[src/rtl/rvx_alu_pkg.sv]
// Shared ALUControl encodings, ALUOp constants and FSM state type for the RVX10 ALU execute unit.
package rvx_alu_pkg;

  typedef enum logic [4:0] {
    ALU_ADD  = 5'b00000,
    ALU_SUB  = 5'b00001,
    ALU_AND  = 5'b00010,
    ALU_OR   = 5'b00011,
    ALU_SLT  = 5'b00101,
    ALU_ANDN = 5'b01000,
    ALU_ORN  = 5'b01001,
    ALU_XNOR = 5'b01010,
    ALU_MIN  = 5'b01011,
    ALU_MAX  = 5'b01100,
    ALU_MINU = 5'b01101,
    ALU_MAXU = 5'b01110,
    ALU_ROL  = 5'b01111,
    ALU_ROR  = 5'b10000,
    ALU_ABS  = 5'b10001
  } alu_op_e;

  localparam logic [1:0] ALUOP_ADD   = 2'b00;
  localparam logic [1:0] ALUOP_SUB   = 2'b01;
  localparam logic [1:0] ALUOP_RTYPE = 2'b10;
  localparam logic [1:0] ALUOP_RVX   = 2'b11;

  typedef enum logic {
    ST_IDLE = 1'b0,
    ST_ROT  = 1'b1
  } alu_state_e;

endpackage

[src/rtl/rvx_alu_opdec.sv]
// ALUOp/funct3/funct7/opb5 to ALUControl decode; RVX10 ops decoded only with RVX_ALU_EXT_EN.
module rvx_alu_opdec
  import rvx_alu_pkg::*;
(
  input  logic [1:0] alu_op,
  input  logic [2:0] funct3,
  input  logic [6:0] funct7,
  input  logic       opb5,
  output alu_op_e    op,
  output logic       illegal
);

`ifndef RVX_ALU_EXT_EN
  logic unused_funct7;
  assign unused_funct7 = ^{funct7[6], funct7[4:0]};
`endif

  // ALUControl table lookup; anything not listed flags illegal
  always_comb begin
    op      = ALU_ADD;
    illegal = 1'b0;
    case (alu_op)
      ALUOP_ADD: op = ALU_ADD;
      ALUOP_SUB: op = ALU_SUB;
      ALUOP_RTYPE: begin
        case (funct3)
          3'b000: begin
            if (funct7[5] && opb5) begin
              op = ALU_SUB;
            end else begin
              op = ALU_ADD;
            end
          end
          3'b010: op = ALU_SLT;
          3'b110: op = ALU_OR;
          3'b111: op = ALU_AND;
          default: illegal = 1'b1;
        endcase
      end
      ALUOP_RVX: begin
`ifdef RVX_ALU_EXT_EN
        case ({funct7, funct3})
          10'b0000000_000: op = ALU_ANDN;
          10'b0000000_001: op = ALU_ORN;
          10'b0000000_010: op = ALU_XNOR;
          10'b0000001_000: op = ALU_MIN;
          10'b0000001_001: op = ALU_MAX;
          10'b0000001_010: op = ALU_MINU;
          10'b0000001_011: op = ALU_MAXU;
          10'b0000010_000: op = ALU_ROL;
          10'b0000010_001: op = ALU_ROR;
          10'b0000011_000: op = ALU_ABS;
          default: illegal = 1'b1;
        endcase
`else
        illegal = 1'b1;
`endif
      end
      default: illegal = 1'b1;
    endcase
  end

endmodule

[src/rtl/rvx_alu_exec.sv]
// Registered RVX10 ALU execute stage with valid/ready handshakes and an iterative rotate path.
// RVX_ALU_EXT_EN enables the RVX10 ops; without it ALUOp=11 is illegal and the rotate path is absent.
module rvx_alu_exec
  import rvx_alu_pkg::*;
#(
  parameter int XLEN     = 32,
  parameter int ROT_STEP = 8
) (
  input  logic            clk,
  input  logic            reset,
  input  logic            flush,
  input  logic            in_valid,
  output logic            in_ready,
  input  logic [1:0]      ALUOp,
  input  logic [2:0]      funct3,
  input  logic [6:0]      funct7,
  input  logic            opb5,
  input  logic [XLEN-1:0] src_a,
  input  logic [XLEN-1:0] src_b,
  output logic            out_valid,
  input  logic            out_ready,
  output logic [XLEN-1:0] result,
  output logic            zero,
  output logic            illegal
);

  localparam int SHW = $clog2(XLEN);

  alu_op_e    dec_op;
  logic       dec_illegal;
  alu_state_e state, state_next;
  logic            out_valid_next, zero_next, illegal_next;
  logic [XLEN-1:0] result_next, alu_res;
  logic            accept, start_rot;

  rvx_alu_opdec u_opdec (
    .alu_op  (ALUOp),
    .funct3  (funct3),
    .funct7  (funct7),
    .opb5    (opb5),
    .op      (dec_op),
    .illegal (dec_illegal)
  );

  assign in_ready = (state == ST_IDLE) && (!out_valid || out_ready) && !flush;
  assign accept   = in_valid && in_ready;

`ifdef RVX_ALU_EXT_EN
  localparam logic [SHW:0] ROT_STEP_W = (SHW+1)'(ROT_STEP);

  logic [XLEN-1:0] acc, acc_next, acc_rot;
  logic [SHW-1:0]  rem, rem_next, rot_step, shamt, first_step;
  logic            rot_left, rot_left_next, rot_more, rot_multi;

  function automatic logic [XLEN-1:0] rotl(input logic [XLEN-1:0] x, input logic [SHW-1:0] s);
    logic [2*XLEN-1:0] w;
    w = {x, x} << s;
    return w[2*XLEN-1:XLEN];
  endfunction

  function automatic logic [XLEN-1:0] rotr(input logic [XLEN-1:0] x, input logic [SHW-1:0] s);
    logic [2*XLEN-1:0] w;
    w = {x, x} >> s;
    return w[XLEN-1:0];
  endfunction

  // Each cycle moves at most ROT_STEP positions; the accept edge takes the first slice
  assign shamt      = src_b[SHW-1:0];
  assign rot_multi  = {1'b0, shamt} > ROT_STEP_W;
  assign first_step = rot_multi ? ROT_STEP_W[SHW-1:0] : shamt;
  assign start_rot  = rot_multi && ((dec_op == ALU_ROL) || (dec_op == ALU_ROR)) && !dec_illegal;
  assign rot_more   = {1'b0, rem} > ROT_STEP_W;
  assign rot_step   = rot_more ? ROT_STEP_W[SHW-1:0] : rem;
  assign acc_rot    = rot_left ? rotl(acc, rot_step) : rotr(acc, rot_step);
`else
  assign start_rot  = 1'b0;
`endif

  // Single-cycle datapath; illegal ops produce zero
  always_comb begin
    alu_res = '0;
    if (dec_illegal) begin
      alu_res = '0;
    end else begin
      case (dec_op)
        ALU_ADD:  alu_res = src_a + src_b;
        ALU_SUB:  alu_res = src_a - src_b;
        ALU_SLT:  alu_res = {{(XLEN-1){1'b0}}, ($signed(src_a) < $signed(src_b))};
        ALU_OR:   alu_res = src_a | src_b;
        ALU_AND:  alu_res = src_a & src_b;
`ifdef RVX_ALU_EXT_EN
        ALU_ANDN: alu_res = src_a & ~src_b;
        ALU_ORN:  alu_res = src_a | ~src_b;
        ALU_XNOR: alu_res = ~(src_a ^ src_b);
        ALU_MIN:  alu_res = ($signed(src_a) < $signed(src_b)) ? src_a : src_b;
        ALU_MAX:  alu_res = ($signed(src_a) > $signed(src_b)) ? src_a : src_b;
        ALU_MINU: alu_res = (src_a < src_b) ? src_a : src_b;
        ALU_MAXU: alu_res = (src_a > src_b) ? src_a : src_b;
        ALU_ABS:  alu_res = src_a[XLEN-1] ? ({XLEN{1'b0}} - src_a) : src_a;
        ALU_ROL:  alu_res = rotl(src_a, first_step);
        ALU_ROR:  alu_res = rotr(src_a, first_step);
`endif
        default:  alu_res = '0;
      endcase
    end
  end

  // Next-state and output-register logic
  always_comb begin
    state_next     = state;
    out_valid_next = out_valid;
    result_next    = result;
    zero_next      = zero;
    illegal_next   = illegal;
`ifdef RVX_ALU_EXT_EN
    acc_next       = acc;
    rem_next       = rem;
    rot_left_next  = rot_left;
`endif
    if (flush) begin
      state_next     = ST_IDLE;
      out_valid_next = 1'b0;
      illegal_next   = 1'b0;
`ifdef RVX_ALU_EXT_EN
      rem_next       = '0;
`endif
    end else begin
      if (out_valid && out_ready) begin
        out_valid_next = 1'b0;
      end else begin
        out_valid_next = out_valid;
      end
      if (accept && !start_rot) begin
        out_valid_next = 1'b1;
        result_next    = alu_res;
        zero_next      = (alu_res == '0);
        illegal_next   = dec_illegal;
      end
`ifdef RVX_ALU_EXT_EN
      else if (accept) begin
        state_next     = ST_ROT;
        acc_next       = alu_res;
        rem_next       = shamt - first_step;
        rot_left_next  = (dec_op == ALU_ROL);
      end else if (state == ST_ROT) begin
        acc_next = acc_rot;
        rem_next = rem - rot_step;
        if (!rot_more) begin
          state_next     = ST_IDLE;
          out_valid_next = 1'b1;
          result_next    = acc_rot;
          zero_next      = (acc_rot == '0);
          illegal_next   = 1'b0;
        end else begin
          state_next     = ST_ROT;
        end
      end
`endif
      else begin
        state_next = state;
      end
    end
  end

  // State and output registers, synchronous active-low reset
  always_ff @(posedge clk) begin
    if (!reset) begin
      state     <= ST_IDLE;
      out_valid <= 1'b0;
      result    <= '0;
      zero      <= 1'b0;
      illegal   <= 1'b0;
`ifdef RVX_ALU_EXT_EN
      acc       <= '0;
      rem       <= '0;
      rot_left  <= 1'b0;
`endif
    end else begin
      state     <= state_next;
      out_valid <= out_valid_next;
      result    <= result_next;
      zero      <= zero_next;
      illegal   <= illegal_next;
`ifdef RVX_ALU_EXT_EN
      acc       <= acc_next;
      rem       <= rem_next;
      rot_left  <= rot_left_next;
`endif
    end
  end

endmodule

[config.mk]
export PLATFORM = sky130hd
export DESIGN_NAME = rvx_alu_exec
export DESIGN_NICKNAME = d
export VERILOG_FILES = /design/src/rtl/rvx_alu_pkg.sv /design/src/rtl/rvx_alu_opdec.sv /design/src/rtl/rvx_alu_exec.sv
export SDC_FILE = /design/constraint.sdc
export NUM_CORES = 1
export LEC_CHECK = 0
export ABC_CLOCK_PERIOD_IN_PS = 3600
export CAP_MARGIN = 20
export CELL_PAD_IN_SITES_DETAIL_PLACEMENT = 1
export CELL_PAD_IN_SITES_GLOBAL_PLACEMENT = 1
export CORE_ASPECT_RATIO = 0.5
export CORE_MARGIN = 3
export CORE_UTILIZATION = 39
export DETAILED_ROUTE_END_ITERATION = 16
export PLACE_DENSITY = 0.81
export SLEW_MARGIN = 20
export SYNTH_ARGS = -nofsm -noshare
export SYNTH_HDL_FRONTEND = slang
export SYNTH_SLANG_ARGS = --single-unit
export TNS_END_PERCENT = 30
[constraint.sdc]
create_clock -name clk -period 3.6 [get_ports clk]
set_input_delay 0.54 -clock clk [delete_from_list [all_inputs] [get_ports clk]]
set_output_delay 0.54 -clock clk [all_outputs]
set_load 0.02 [all_outputs]
==> flow_summary.json, run 1 <==
{
  "start_util_pct": 41.3,
  "status": "stopped before the end",
  "io_buffers": 111,
  "synth-edff-count": 0,
  "netlist_area_sq_um": 6620,
  "io-pin-count": 118,
  "ys_ff_latch": 35,
  "cts_sinks": 35,
  "error": "[ERROR GRT-0232] Routing congestion too high. Check the congestion heatmap in the GUI.",
  "die_w_microns": 190,
  "ys_warn_count": 0,
  "rows": 32,
  "dp_hpwl_microns": 29500,
  "root_buffer": "clkbuf_16",
  "ys_dominant_reg_cell": "dfxtp_1",
  "synth-seq-area-share_pct": 10.6,
  "worst_endpoint_kind": "sequential cell input",
  "cts_buffer_depth": 2,
  "grt_overflow": 696,
  "grt_max_degree": 30,
  "routabilityCongestion": 0.984,
  "netlist_instances": 955,
  "cts_max_level": 2,
  "lastStage": "global routing (5_1_grt)",
  "grt_usage_pct": 85.0,
  "worst_endpoint": "zero$_SDFFE_PN0P_/D",
  "placed_area_sq_um": 9970,
  "synth_area_leader_cell": "ha_1",
  "syn_nets": 1138,
  "synthTopCellsByArea": "ha_1 19%, dfxtp_1 11%, a21oi_1 7.5%, inv_1 5.6%, nor2_1 5.3%",
  "avgSynthCellArea_sq_um": 6.93,
  "place_ws_ns": -0.864,
  "cts_buffers": 5,
  "synth_top_cell_area_share_pct": 18.7,
  "synth-async-reset-ratio_pct": 0,
  "ctsHoldBuffers": 0,
  "die_h_microns": 98.1,
  "synth_common_cells": "99 x a21oi_1, 99 x ha_1, 98 x inv_1, 94 x nor2_1, 71 x nand2_1",
  "synth.distinct_cells": 82
}
==> per-stage QoR <==
step | utilization (%) | instances
after global placement | 62.3 | 1526
after detailed placement | 62.3 | 1526
after CTS | 68.0 | 1554
after floorplan | - | 955
==> metal layers <==
layer	global-route usage [%]	overflow
met1	82.5	9
met5	21.8	1
met4	93.6	224
met3	67.9	10
met2	104	452
==> what timing repair did <==
action	4_1_cts
gates resized for setup	162
setup buffers	22
setup endpoints to repair	18
pin swaps	60
endpoints found under the hold margin	0
==> cell families after synthesis <==
logic type | share of synthesized area (%)
muxes | 1.66
xor gates and xnor gates | 3.44
buffers and inverters | 9.56
and+or+nand+nor | 22.8
adders and majority gates | 19.3
AOI/OAI and AO/OA | 32.7
DFF | 10.6
==> run 2: changes to the inputs <==
Settings changed: CELL_PAD_IN_SITES_DETAIL_PLACEMENT 1 to default, CELL_PAD_IN_SITES_GLOBAL_PLACEMENT 1 to default, CORE_ASPECT_RATIO 0.5 to default, CORE_UTILIZATION 39 to 40, PLACE_DENSITY 0.81 to default, PLACE_DENSITY_LB_ADDON from default to 0.15.
==> flow_summary.json, run 2 <==
{
  "p_seq_share_pct": 15.7,
  "clkTransAtPathRegs_ns": 0.05,
  "antenna_cells": 0,
  "syn_nets": 1138,
  "final_cell_mix": "283 x buf_4, 91 x nor2_1, 85 x clkdlybuf4s50_1, 79 x inv_1, 78 x ha_1",
  "nets": 1496,
  "layout-drive-gt1-share_pct": 35.1,
  "n_fill_cell": 1375,
  "ys_dominant_reg_cell": "dfxtp_1",
  "synth_common_cells": "99 x a21oi_1, 99 x ha_1, 98 x inv_1, 94 x nor2_1, 71 x nand2_1",
  "tightest_slew_ns": 0.669,
  "antenna_found_initial": 0,
  "status": "finished with violations",
  "fin_skew_ns": 0.00226,
  "critical-path-top-delay-family": "compound AO/OA/AOI/OAI gates",
  "top_register": "result",
  "ys_ff_latch": 35,
  "viasPerCell": 5.61,
  "dr.pass1.iters": 5,
  "wl_per_cell_microns": 17.7,
  "die_w_microns": 135,
  "relSlewSlack_pct": 55.4,
  "critPathCaptureType": "flop",
  "worstPathMaxFanout": 4,
  "grt_pass1_vias": 8119,
  "rows": 46,
  "ir_worst_vdd_v": 0.000240,
  "startpoint_type": "primary input",
  "reg2reg_slack_ns": 1.67,
  "ant_nets": 0,
  "drc": 0,
  "powerDensity_nw_per_um2": 245,
  "drv_slew": 0,
  "synth-async-reset-ratio_pct": 0,
  "power_frac_comb_pct": 68.0,
  "cp_slowest_stage_delay_ns": 0.48,
  "synth_top_cell_area_share_pct": 18.7,
  "hold_class": "flop to flop",
  "synth_area_leader_cell": "ha_1",
  "multi_input_area_sq_um": 6110,
  "vias": 8590,
  "grt_usage_pct": 28.4,
  "crit_chain": "clkdlybuf4s50_1 -> inv_1 -> ha_4 -> or3_4 -> nand4b_1 -> a211oi_2 -> a211oi_2 -> buf_4 -> o31ai_4 -> xnor2_1 -> a21oi_2 -> a21oi_2 -> nor3_2 -> nand4_1 -> o21ai_1",
  "synth-seq-area-share_pct": 10.6,
  "violations": "setup timing",
  "cts_buffer_depth": 2,
  "ys_warn_count": 0,
  "cts_buffers": 5,
  "path_buf_inv": 3,
  "area.sequential_sq_um": 701,
  "cp.required_ns": 3.80,
  "root_buffer": "clkbuf_16",
  "wirelength_microns": 27100,
  "hold_viol_final": 0,
  "p_sw_uw": 1100,
  "fin_crit_sh_pct": 100,
  "crit_type": "primary input to flop",
  "io_buffers": 111,
  "post-route-util_pct": 68.9,
  "avgSynthCellArea_sq_um": 6.93,
  "dp_hpwl_microns": 21700,
  "pwr-share-clk_pct": 16.4,
  "layout.cells.most_common": "buf_4",
  "cts_sinks": 35,
  "cp.arrival_ns": 3.81,
  "grt_max_degree": 32,
  "finalSetupViolCount": 1,
  "netlist_instances": 955,
  "routabilityCongestion": 0.977,
  "die_h_microns": 135,
  "grt_overflow": 0,
  "cts_tree": "built",
  "max_clock_freq_ghz": 0.277,
  "leakagePower_uw": 0.00497,
  "intPower_uw": 1610,
  "io-pin-count": 118,
  "switching_share_pct": 40.5,
  "core_area_sq_um": 16100,
  "maxCapViolations": 0,
  "finalWorstSetupSlack_ns": -0.00607,
  "synthTopCellsByArea": "ha_1 19%, dfxtp_1 11%, a21oi_1 7.5%, inv_1 5.6%, nor2_1 5.3%",
  "cts_max_level": 2,
  "clock_latency_ns": 0.27,
  "netlist_area_sq_um": 6620,
  "critPathSlowestCell": "clkdlybuf4s50_1",
  "start_util_pct": 41.2,
  "period_needed_ns": 3.61,
  "drt_iter0_drc": 797,
  "die_area_sq_um": 18100,
  "rsz0062_at_grt": "true",
  "synth.distinct_cells": 82,
  "synthToLayoutAreaGrowth_pct": 67.1,
  "largest_reg_flops": 32,
  "place_ws_ns": -0.660,
  "synth-edff-count": 0,
  "ctsHoldBuffers": 0,
  "grt_pass1_wl_microns": 42200
}
-- run 2: path summary, 6_finish.rpt --
kind / start / to / cells past startpoint
worst min-delay path: result[27] / result[27] / 2
worst min register to register: result[27] / result[27] / 2
worst max-delay path: src_b[11] / zero / 15
worst max register to register: out_valid / result[20] / 8
-- run 2: cells by family after synthesis --
logic type | count (synthesis) | synth area share, %
flops | 35 | 10.6
buf+inv | 157 | 9.56
xor+xnor | 26 | 3.44
mux | 11 | 1.66
simple gates | 308 | 22.8
compound gates | 317 | 32.7
fa+ha+maj | 101 | 19.3
-- run 2: power groups by stage --
stage,Clock [uW],Combinational (uW),Sequential (uW)
4_1_cts,445,1690,424
2_1_floorplan,0,759,459
3_3_place_gp,0,1550,431
5_1_grt,460,1970,427
3_5_place_dp,0,1560,432
6_report,443,1840,424
-- run 2: per-stage QoR --
| stage | cell area, sq um | total power (uW) | hold slack, ns | setup TNS [ns] | instances |
|---|---|---|---|---|---|
| finish | 11100 | 2710 | 0.461 | -0.00607 | 1530 |
| global route | 11100 | 2860 | 0.495 | -0.257 | 1530 |
| CTS | 10600 | 2560 | 0.463 | 0 | 1518 |
| detailed placement | 9830 | 1990 | 0.457 | -6.95 | 1495 |
| global placement | 9830 | 1980 | 0.445 | -6.18 | 1495 |
| floorplan | 6620 | 1220 | 0.530 | 0 | 955 |
-- run 2: tightest hold or removal path, delay by kind of cell (launching register included) --
family / cells / cell delay, ns
DFF: 1 / 0.31
and+or+nand+nor: 1 / 0.05
AOI/OAI and AO/OA: 1 / 0.05
-- run 2: cell type report --
cell class                 count  share of cell area, %
inverter                     100                   3.39
clock buffer                   8                   1.41
multi-input combinational    763                   55.2
timing repair buffer         408                   31.2
tap                          216                   2.44
sequential                    35                   6.33
-- run 2: layer usage --
layer  global-route usage [%]  vias to the layer above  part of all wire, %
met5                        0                        -                    0
met4                     4.75                        0                  1.7
met3                     3.61                       56                  7.4
met2                     46.5                      340                   45
met1                     40.7                     4030                   46
li1                         -                     4164                    -
-- run 2: what timing repair did --
item                                    4_1_cts  5_1_grt
gates resized for setup                     106      104
endpoints found under the setup margin       14       11
buffers inserted                             15       12
pin swaps                                    41       66
No activity file was read; power rests on OpenSTA's default activity.
==> run 3: changes to the inputs <==
Settings changed: ABC_CLOCK_PERIOD_IN_PS 3600 to default.
==> results of run 3 <==
No change in the layout: final DEF, timing and power equal those of run 2.
